[src/rtl/scan_unload_ctrl_pkg.sv]
// Package: scan_unload_ctrl_pkg
// Shared controller state encoding plus small elaboration-time helpers
// used to size the packing counters.
package scan_unload_ctrl_pkg;

    typedef enum logic [2:0] {
        ST_IDLE    = 3'd0,
        ST_CAPTURE = 3'd1,
        ST_SHIFT   = 3'd2,
        ST_DRAIN   = 3'd3,
        ST_DONE    = 3'd4
    } state_e;

    // Bits needed to index n items. The result is never below 1, so
    // counters stay legal for degenerate sizes.
    function automatic int unsigned clog2_min1(input int unsigned n);
        int unsigned w;
        w = 0;
        while ((32'd1 << w) < n) w++;
        return (w == 0) ? 1 : w;
    endfunction

    function automatic int unsigned num_words(input int unsigned bits,
                                              input int unsigned width);
        return (bits + width - 1) / width;
    endfunction

endpackage

[src/rtl/scan_unload_ctrl_word_pack.sv]
// Module: scan_unload_ctrl_word_pack
// Collects serial scan bits LSB-first into WORD_W-bit words and presents
// each completed word on a single-entry valid/ready output slot.
// Ports:
//   clk, clr_n          clock, synchronous active-low reset
//   shift_i             take bit_i this cycle (caller guarantees slot room)
//   bit_i               serial bit from the chain
//   out_ready_i         downstream ready
//   out_data_o/valid_o  output slot
//   slot_free_o         slot empty or being emptied this cycle
//   last_bit_of_word_o  next bit taken completes a word
//   last_bit_o          next bit taken is the final bit of the chain
module scan_unload_ctrl_word_pack
    import scan_unload_ctrl_pkg::*;
#(
    parameter int unsigned CHAIN_LEN = 40,
    parameter int unsigned WORD_W    = 32
) (
    input  logic              clk,
    input  logic              clr_n,
    input  logic              shift_i,
    input  logic              bit_i,
    input  logic              out_ready_i,
    output logic [WORD_W-1:0] out_data_o,
    output logic              out_valid_o,
    output logic              slot_free_o,
    output logic              last_bit_of_word_o,
    output logic              last_bit_o
);

    localparam int unsigned NW        = num_words(CHAIN_LEN, WORD_W);
    localparam int unsigned BW        = clog2_min1(WORD_W);
    localparam int unsigned WCW       = clog2_min1(NW);
    localparam int unsigned LAST_BITS = ((CHAIN_LEN - 1) % WORD_W) + 1;

    logic [WORD_W-1:0] acc_q, acc_d;
    logic [WORD_W-1:0] data_q, data_d;
    logic [WORD_W-1:0] word_c;
    logic [BW-1:0]     bit_q, bit_d;
    logic [WCW-1:0]    word_q, word_d;
    logic              valid_q, valid_d;

    assign last_bit_o         = (word_q == WCW'(NW - 1)) && (bit_q == BW'(LAST_BITS - 1));
    assign last_bit_of_word_o = (bit_q == BW'(WORD_W - 1)) || last_bit_o;
    assign slot_free_o        = !valid_q || out_ready_i;
    assign out_data_o         = data_q;
    assign out_valid_o        = valid_q;

    always_comb begin
        word_c        = acc_q;
        word_c[bit_q] = bit_i;

        acc_d   = acc_q;
        bit_d   = bit_q;
        word_d  = word_q;
        data_d  = data_q;
        valid_d = valid_q;

        if (valid_q && out_ready_i) valid_d = 1'b0;

        if (shift_i) begin
            if (last_bit_of_word_o) begin
                // Bits above the last written index were cleared with acc,
                // which zero-pads a short final word.
                data_d  = word_c;
                valid_d = 1'b1;
                acc_d   = '0;
                bit_d   = '0;
                word_d  = last_bit_o ? '0 : word_q + 1'b1;
            end else begin
                acc_d = word_c;
                bit_d = bit_q + 1'b1;
            end
        end
    end

    always_ff @(posedge clk) begin
        if (!clr_n) begin
            acc_q   <= '0;
            data_q  <= '0;
            bit_q   <= '0;
            word_q  <= '0;
            valid_q <= 1'b0;
        end else begin
            acc_q   <= acc_d;
            data_q  <= data_d;
            bit_q   <= bit_d;
            word_q  <= word_d;
            valid_q <= valid_d;
        end
    end

endmodule

[src/rtl/scan_unload_ctrl.sv]
// Module: scan_unload_ctrl
// Drives a scan chain's sen/ce/sin to optionally capture functional data
// and then serially unload CHAIN_LEN bits, packed LSB-first into WORD_W-bit
// words on a valid/ready port. Recirculate mode feeds sout back into sin so
// the chain is intact after a full unload.
// Ports:
//   clk, clr_n                 clock, synchronous active-low reset
//   start, cap, recirc         unload request and its options (IDLE only)
//   func_ce                    functional clock-enable passed through in IDLE
//   chain_sen/ce/sin           chain controls; chain_sout chain serial output
//   out_data/out_valid/out_ready  packed word output
//   busy                       not idle; done one-cycle completion pulse
module scan_unload_ctrl
    import scan_unload_ctrl_pkg::*;
#(
    parameter int unsigned CHAIN_LEN = 40,
    parameter int unsigned WORD_W    = 32
) (
    input  logic              clk,
    input  logic              clr_n,
    input  logic              start,
    input  logic              cap,
    input  logic              recirc,
    input  logic              func_ce,
    output logic              chain_sen,
    output logic              chain_ce,
    output logic              chain_sin,
    input  logic              chain_sout,
    output logic [WORD_W-1:0] out_data,
    output logic              out_valid,
    input  logic              out_ready,
    output logic              busy,
    output logic              done
);

    state_e state_q, state_d;
    logic   recirc_q, recirc_d;
    logic   sen_c, ce_c;
    logic   shift_en;
    logic   slot_free;
    logic   last_bit_of_word;
    logic   last_bit;

    // A word-completing bit may only be taken when the output slot has room;
    // otherwise the chain is frozen for that cycle.
    assign shift_en = (state_q == ST_SHIFT) && (!last_bit_of_word || slot_free);

    scan_unload_ctrl_word_pack #(
        .CHAIN_LEN (CHAIN_LEN),
        .WORD_W    (WORD_W)
    ) u_pack (
        .clk                (clk),
        .clr_n              (clr_n),
        .shift_i            (shift_en),
        .bit_i              (chain_sout),
        .out_ready_i        (out_ready),
        .out_data_o         (out_data),
        .out_valid_o        (out_valid),
        .slot_free_o        (slot_free),
        .last_bit_of_word_o (last_bit_of_word),
        .last_bit_o         (last_bit)
    );

    always_comb begin
        state_d  = state_q;
        recirc_d = recirc_q;
        sen_c    = 1'b0;
        ce_c     = 1'b0;
        busy     = 1'b1;
        done     = 1'b0;

        case (state_q)
            ST_IDLE: begin
                busy = 1'b0;
                ce_c = func_ce;
                if (start) begin
                    recirc_d = recirc;
                    state_d  = cap ? ST_CAPTURE : ST_SHIFT;
                end
            end
            ST_CAPTURE: begin
                ce_c    = 1'b1;
                state_d = ST_SHIFT;
            end
            ST_SHIFT: begin
                sen_c = 1'b1;
                ce_c  = shift_en;
                if (shift_en && last_bit) state_d = ST_DRAIN;
            end
            ST_DRAIN: begin
                if (slot_free) state_d = ST_DONE;
            end
            ST_DONE: begin
                done    = 1'b1;
                state_d = ST_IDLE;
            end
            default: state_d = ST_IDLE;
        endcase
    end

    // Chain enables are forced off while reset is asserted, independent of state.
    assign chain_sen = clr_n & sen_c;
    assign chain_ce  = clr_n & ce_c;
    assign chain_sin = (state_q == ST_SHIFT && recirc_q) ? chain_sout : 1'b0;

    always_ff @(posedge clk) begin
        if (!clr_n) begin
            state_q  <= ST_IDLE;
            recirc_q <= 1'b0;
        end else begin
            state_q  <= state_d;
            recirc_q <= recirc_d;
        end
    end

endmodule

[config.mk]
export PLATFORM = sky130hd
export DESIGN_NAME = scan_unload_ctrl
export DESIGN_NICKNAME = d
export VERILOG_FILES = /design/src/rtl/scan_unload_ctrl_pkg.sv /design/src/rtl/scan_unload_ctrl_word_pack.sv /design/src/rtl/scan_unload_ctrl.sv
export SDC_FILE = /design/constraint.sdc
export NUM_CORES = 1
export LEC_CHECK = 0
export ABC_AREA = 1
export CORE_ASPECT_RATIO = 0.7
export CORE_MARGIN = 8
export CORE_UTILIZATION = 31
export CTS_CLUSTER_DIAMETER = 80
export DETAILED_ROUTE_END_ITERATION = 10
export GPL_TIMING_DRIVEN = 0
export HOLD_SLACK_MARGIN = 0.06
export PLACE_DENSITY = 0.55
export RECOVER_POWER = 25
export SLEW_MARGIN = 20
export SYNTH_ARGS = -nofsm -noshare
export SYNTH_HDL_FRONTEND = slang
export SYNTH_SLANG_ARGS = --single-unit
[constraint.sdc]
create_clock -name clk -period 2.3 [get_ports clk]
set_input_delay 0.46 -clock clk [delete_from_list [all_inputs] [get_ports clk]]
set_output_delay 0.46 -clock clk [all_outputs]
set_load 0.005 [all_outputs]
Word-level counts from Yosys, hierarchy flattened. Index checks and enable logic that the tools add are counted.

Add/sub/neg operators: 2. Order comparisons: 2. Equality and inequality tests: 9. Muxes and demuxes: 19. Bitwise logic cells: 2. Reductions and logical operators: 15.

Operator list (number): 32-bit bitwise mux (1); 32-bit 2-to-1 mux (1); 3-bit one-hot mux with 4 select lines (1); 1-bit 2-to-1 mux (9); 3-bit 2-to-1 mux (3); 3-bit by 2-bit equality test with 1-bit output, second input constant (2); 1-bit logical AND (6); 5-bit by 6-bit < comparator with 1-bit output, second input constant (1); 5-bit by 1-bit adder with 5-bit output, second input constant (1); 1-bit demux with 5-bit select (1); 5-bit by 3-bit equality test with 1-bit output, second input constant (1); 5-bit equality test, second input constant (1); 5-bit by 1-bit >= comparator with 1-bit output, second input constant (1); 5-bit 2-to-1 mux (1); 2-bit inequality test, second input constant (2); 2-bit AND reduction (2); 3-bit by 1-bit equality test with 1-bit output, second input constant (1); 3-bit equality test, second input constant (1); 3-bit zero test (1); 1-bit logical OR (3); 1-bit one-hot mux with 3 select lines (1); 3-bit AND reduction (1); 1-bit bitwise AND (2); 1-bit zero test (2); other kinds (3) (3).

Flip-flop bits (word level): 75. Output and inout port bits: 38.

Logic depth before layout (Yosys ltp).
Depth after elaboration: 9. Mapped depth: 13. Gate-level depth less buffers: 10.

Hierarchy. A second synthesis with hierarchy kept.

Cells, all modules: 643. Area total of the unflattened synthesis: 3960.0 um^2.

Modules (own cells, without submodules): scan_unload_ctrl_word_pack (times used 1, cells an instance 596, area each 3686.0 um^2, sequential area each 1421.4 um^2); scan_unload_ctrl (times used 1, cells an instance 47, area each 274.0 um^2, sequential area each 80.1 um^2).

Least setup slack after synthesis. OpenSTA, ideal clock, no wires.

Path type: register to output. Start: register u_pack.bit_q[1]. End: output port chain_ce. Arrival: 1.688 ns. Required time: 1.840 ns. Setup slack: 0.152 ns. Stages on the path, launching flop included: 12. Path buffers: 2. Cell sequence: dfxtp_1 ha_1 clkbuf_1 nand2_1 nor2_1 ha_1 inv_1 nand2_4 nand2_2 nand2_2 buf_2 a21oi_1.

Longest elaborated chain between the ends: 8.

Ends and longest elaborated chain: from (decl) (RTL line scan_unload_ctrl_word_pack.sv:39) `logic [BW-1:0] bit_q, bit_d;`; from (signal assigned) (RTL line scan_unload_ctrl_word_pack.sv:87) `bit_q <= bit_d;`; 5-bit by 3-bit equality test with 1-bit output (RTL line scan_unload_ctrl_word_pack.sv:43) `assign last_bit_o = (word_q == WCW'(NW - 1)) && (bit_q == BW'(LAST_BITS - 1));`; 1-bit logical AND (RTL line scan_unload_ctrl_word_pack.sv:43); 1-bit logical OR * (RTL line scan_unload_ctrl_word_pack.sv:44) `assign last_bit_of_word_o = (bit_q == BW'(WORD_W - 1)) || last_bit_o;`; 1-bit zero test * (RTL line scan_unload_ctrl.sv:46) `assign shift_en = (state_q == ST_SHIFT) && (!last_bit_of_word || slot_free);`; 1-bit logical OR * (RTL line scan_unload_ctrl.sv:46); 1-bit logical AND * (RTL line scan_unload_ctrl.sv:46); 1-bit one-hot mux with 3 select lines * (RTL line scan_unload_ctrl.sv:72) `case (state_q)`; 1-bit bitwise AND * (RTL line scan_unload_ctrl.sv:103) `assign chain_ce = clr_n & ce_c;`; to (decl) (RTL line scan_unload_ctrl.sv:26) `output logic chain_ce,`.

Mark *: on every way between the ends. The rest lies on a longest branch, timed or not.

Worst setup path after layout.
Start: register u_pack.bit_q[0]. End: output port chain_ce.

Same word-level chain as after synthesis.

==> results.sh <==
export IMPL_clock_latency_ns=0.34
export IMPL_layout_common_cells="nand2_1, nor2_1, dfxtp_1, inv_1, a21oi_1"
export IMPL_crit_family="flip-flops"
export IMPL_p_leak_nw=2.17
export IMPL_regToRegEndpoint="u_pack.out_data_o[2]$_SDFFE_PN0P_"
export IMPL_power_frac_comb=0.196
export IMPL_crit_required_ns=1.84
export IMPL_clk_pin_slew_ns=0.05
export IMPL_cellPowerDensity_mw_per_mm2=719
export IMPL_route_detailed_wl_per_inst_microns=13.5
export IMPL_cpMostUsedCell="nand2_4"
export IMPL_die_height_microns=107
export IMPL_ff_latch_area_sq_mm=0.00151
export IMPL_portBuffers=43
export IMPL_dp_cells=771
export IMPL_cts_made_buffers=9
export IMPL_holdWs_ns=0.456
export IMPL_worst_path_largest_cell_delay_ns=0.37
export IMPL_area_growth_synth_to_final_pct=26.4
export IMPL_finalSetupViolCount=0
export IMPL_clock_root_buffer="clkbuf_16"
export IMPL_mean_syn_cell_area_sq_um=6.49
export IMPL_dieArea_sq_mm=0.0158
export IMPL_nNetsFinal=641
export IMPL_gp_routability_congestion=0.827
export IMPL_multiInputGateArea_sq_mm=0.00180
export IMPL_grt_overflow_total=0
export IMPL_power_ir_vdd_worst_v=0.000374
export IMPL_postLayoutCoreUtil=0.401
export IMPL_coreArea_sq_mm=0.0117
export IMPL_holdPathEnd="recirc_q$_SDFFE_PN0P_"
export IMPL_globalRouteTotalUtil=0.138
export IMPL_drtPass1Iterations=4
export IMPL_sequentialPowerShare=0.409
export IMPL_dp_worst_setup_slack_ns=-0.762
export IMPL_synth_sequential_area_ratio=0.405
export IMPL_initial_antenna_violation_count=0
export IMPL_r2r_cells=8
export IMPL_ys_warnings_count=0
export IMPL_hold_path_class="flip-flop to flip-flop"
export IMPL_instances_no_fill=788
export IMPL_finalClockSkew_ns=0.00416
export IMPL_critical_path_reg2reg_startpoint="u_pack.bit_q[0]$_SDFFE_PN0N_"
export IMPL_timing_fmax_ghz=0.461
export IMPL_die_w_microns=147
export IMPL_critPathLaunchType="flip-flop"
export IMPL_drtAntennaViolNets=0
export IMPL_worst_path_max_fanout=7
export IMPL_rsz0062_at_grt="false"
export IMPL_cts_hold_fix_buffers=0
export IMPL_initial_core_util=0.317
export IMPL_num_vias=3586
export IMPL_syn_area_sq_mm=0.00370
export IMPL_cp_depth=10
export IMPL_boundaryPins=46
export IMPL_synth_ff_latch_count=75
export IMPL_filler_cells=1228
export IMPL_cellInternalPower_mw=2.37
export IMPL_netlist_cell_types=27
export IMPL_antennaDiodeCount=0
export IMPL_final_max_slew_viol_count=0
export IMPL_share_of_post_route_cells_with_drive_strength_above_1=0.0887
export IMPL_outcome="completed"
export IMPL_timing_worst_slew_pin_value_ns=0.636
export IMPL_whs_path_depth=2
export IMPL_detail_route_vias_per_cell=4.55
export IMPL_slew_limit_headroom=0.576
export IMPL_detail_route_iter0_violations=230
export IMPL_buffer_levels_on_the_longest_clock_path=2
export IMPL_grt_pass1_wl_microns=17500
export IMPL_power_switching_share=0.297
export IMPL_worstSetupEndpointType="output pin"
export IMPL_number_of_nets_produced_by_synthesis=585
export IMPL_cp_arrival_ns=1.71
export IMPL_hold_viol=0
export IMPL_grt_max_degree=17
export IMPL_fin_crit_sh=0.943
export IMPL_final_critical_path_setup_slack_ns=0.132
export IMPL_finalWirelength_microns=10600
export IMPL_drcViolationCount=0
export IMPL_crit_slowest_cell="dfxtp_4"
export IMPL_cap_viol_max_count=0
export IMPL_synth_cells=571
export IMPL_cts_sink_count=75
export IMPL_worstSetupPathType="flip-flop to output pin"
export IMPL_net_sw_power_uw=999
export IMPL_hold_start="recirc_q$_SDFFE_PN0P_"
export IMPL_via_count_of_the_first_global_routing_pass=3470
export IMPL_layout_commonest_cell="nand2_1"
export IMPL_hpwlAfterDp_microns=7720
export IMPL_cts_max_level=3
export IMPL_std_cell_rows=33
export IMPL_worstPathCellList="ha_4, nand2_1, nor2_1, ha_1, inv_2, nand2_4, nand2_4, nand2_4, a21oi_2, buf_2"
export IMPL_r2r_setup_slack_ns=0.30
export IMPL_p_clk_frac=0.396
export IMPL_post_route_min_period_ns=2.17
export IMPL_cts_tree="done"
export IMPL_critical_path_buf_inv_count=2
[power groups by stage]
stage / clock (mW) / combinational, mW / sequential (mW)
floorplan: 0 / 0.422 / 1.39
global placement: 0 / 0.631 / 1.39
detailed placement: 0 / 0.643 / 1.40
CTS: 1.37 / 0.667 / 1.37
global route: 1.43 / 0.726 / 1.38
finish: 1.33 / 0.659 / 1.37
[registers in the layout (all words and copies together), names as in the netlist]
| signal | cells |
|---|---|
| state_q | 3 |
| u_pack.out_data_o | 32 |
| recirc_q | 1 |
| u_pack.acc_q | 32 |
| u_pack.bit_q | 5 |
| u_pack.out_valid_o | 1 |
| u_pack.word_q | 1 |
[routing by layer]
layer,vias to the layer above,share of wire,routed length [microns],global-route usage
li1,1868,-,-,-
met4,0,0.0084,89,0.0293
met2,89,0.43,4540,0.215
met5,-,0,0,0
met3,11,0.064,681,0.0428
met1,1618,0.50,5300,0.185
[kinds of logic after synthesis]
| group | after synthesis | synth area share |
|---|---|---|
| buffers and inverters | 95 | 0.115 |
| AOI/OAI and AO/OA | 78 | 0.109 |
| DFF | 75 | 0.405 |
| and+or+nand+nor | 317 | 0.350 |
| adders and majority gates | 6 | 0.0203 |
[cell usage after synthesis]
library cell,number,area share
nor2_8,1,0.0054
nand4_1,3,0.0051
o21ai_1,5,0.0068
buf_4,2,0.0041
clkbuf_1,12,0.012
nor3_4,1,0.0044
buf_2,7,0.0095
inv_2,2,0.0020
o211ai_1,1,0.0020
dfxtp_1,75,0.41
nand3_1,28,0.038
nand3_2,2,0.0054
nor4_1,1,0.0017
nor3_1,1,0.0014
nand2_4,1,0.0030
nor2_1,76,0.077
nand2_2,2,0.0034
nand2_1,200,0.20
inv_1,62,0.063
o21ai_0,31,0.042
a21oi_2,3,0.0071
ha_1,6,0.020
buf_6,7,0.021
clkinv_1,1,0.0010
nor2_4,1,0.0030
a21oi_1,38,0.051
buf_1,2,0.0020
[worst reg2reg max path: stages, from the launching register on]
cell	delay (ns)
dfxtp_4	0.37
inv_1	0.10
ha_1	0.16
clkbuf_1	0.42
inv_1	0.23
o21ai_0	0.21
nand2_1	0.12
o21ai_0	0.23
nor2_1	0.06
[metrics by stage]
| step | instance area, sq um | setup TNS (ns) | power [mW] |
|---|---|---|---|
| floorplan | 3700 | 0 | 1.81 |
| global placement | 4330 | -1.66 | 2.02 |
| detailed placement | 4330 | -5.40 | 2.04 |
| CTS | 4650 | 0 | 3.41 |
| global route | 4680 | 0 | 3.53 |
| finish | 4680 | 0 | 3.36 |
[what timing repair did]
action	4_1_cts	5_1_grt
pin swaps	2	1
setup endpoints to repair	64	2
hold endpoints to repair	0	0
cloned	0	0
buffers inserted	3	3
resized for setup	18	2
[how the worst max path moves through the flow]
stage / endpoint / startpoint
4_1_cts: chain_sin / state_q[1]$_SDFFE_PN0P_
6_report: chain_ce / u_pack.bit_q[0]$_SDFFE_PN0N_
2_1_floorplan: chain_ce / u_pack.bit_q[1]$_SDFFE_PN0N_
5_1_grt: chain_sen / state_q[1]$_SDFFE_PN0P_
3_3_place_gp: chain_ce / u_pack.bit_q[1]$_SDFFE_PN0N_
3_5_place_dp: chain_ce / u_pack.bit_q[1]$_SDFFE_PN0N_
[layout make-up]
class,count,area share
clock buffer,14,0.0585
clock inverter,1,0.00160
sequential,75,0.323
tap,157,0.0420
buffer,26,0.0369
timing repair buffer,49,0.101
multi-input combinational,401,0.385
inverter,65,0.0524
Power figures use the tool's default switching activity.
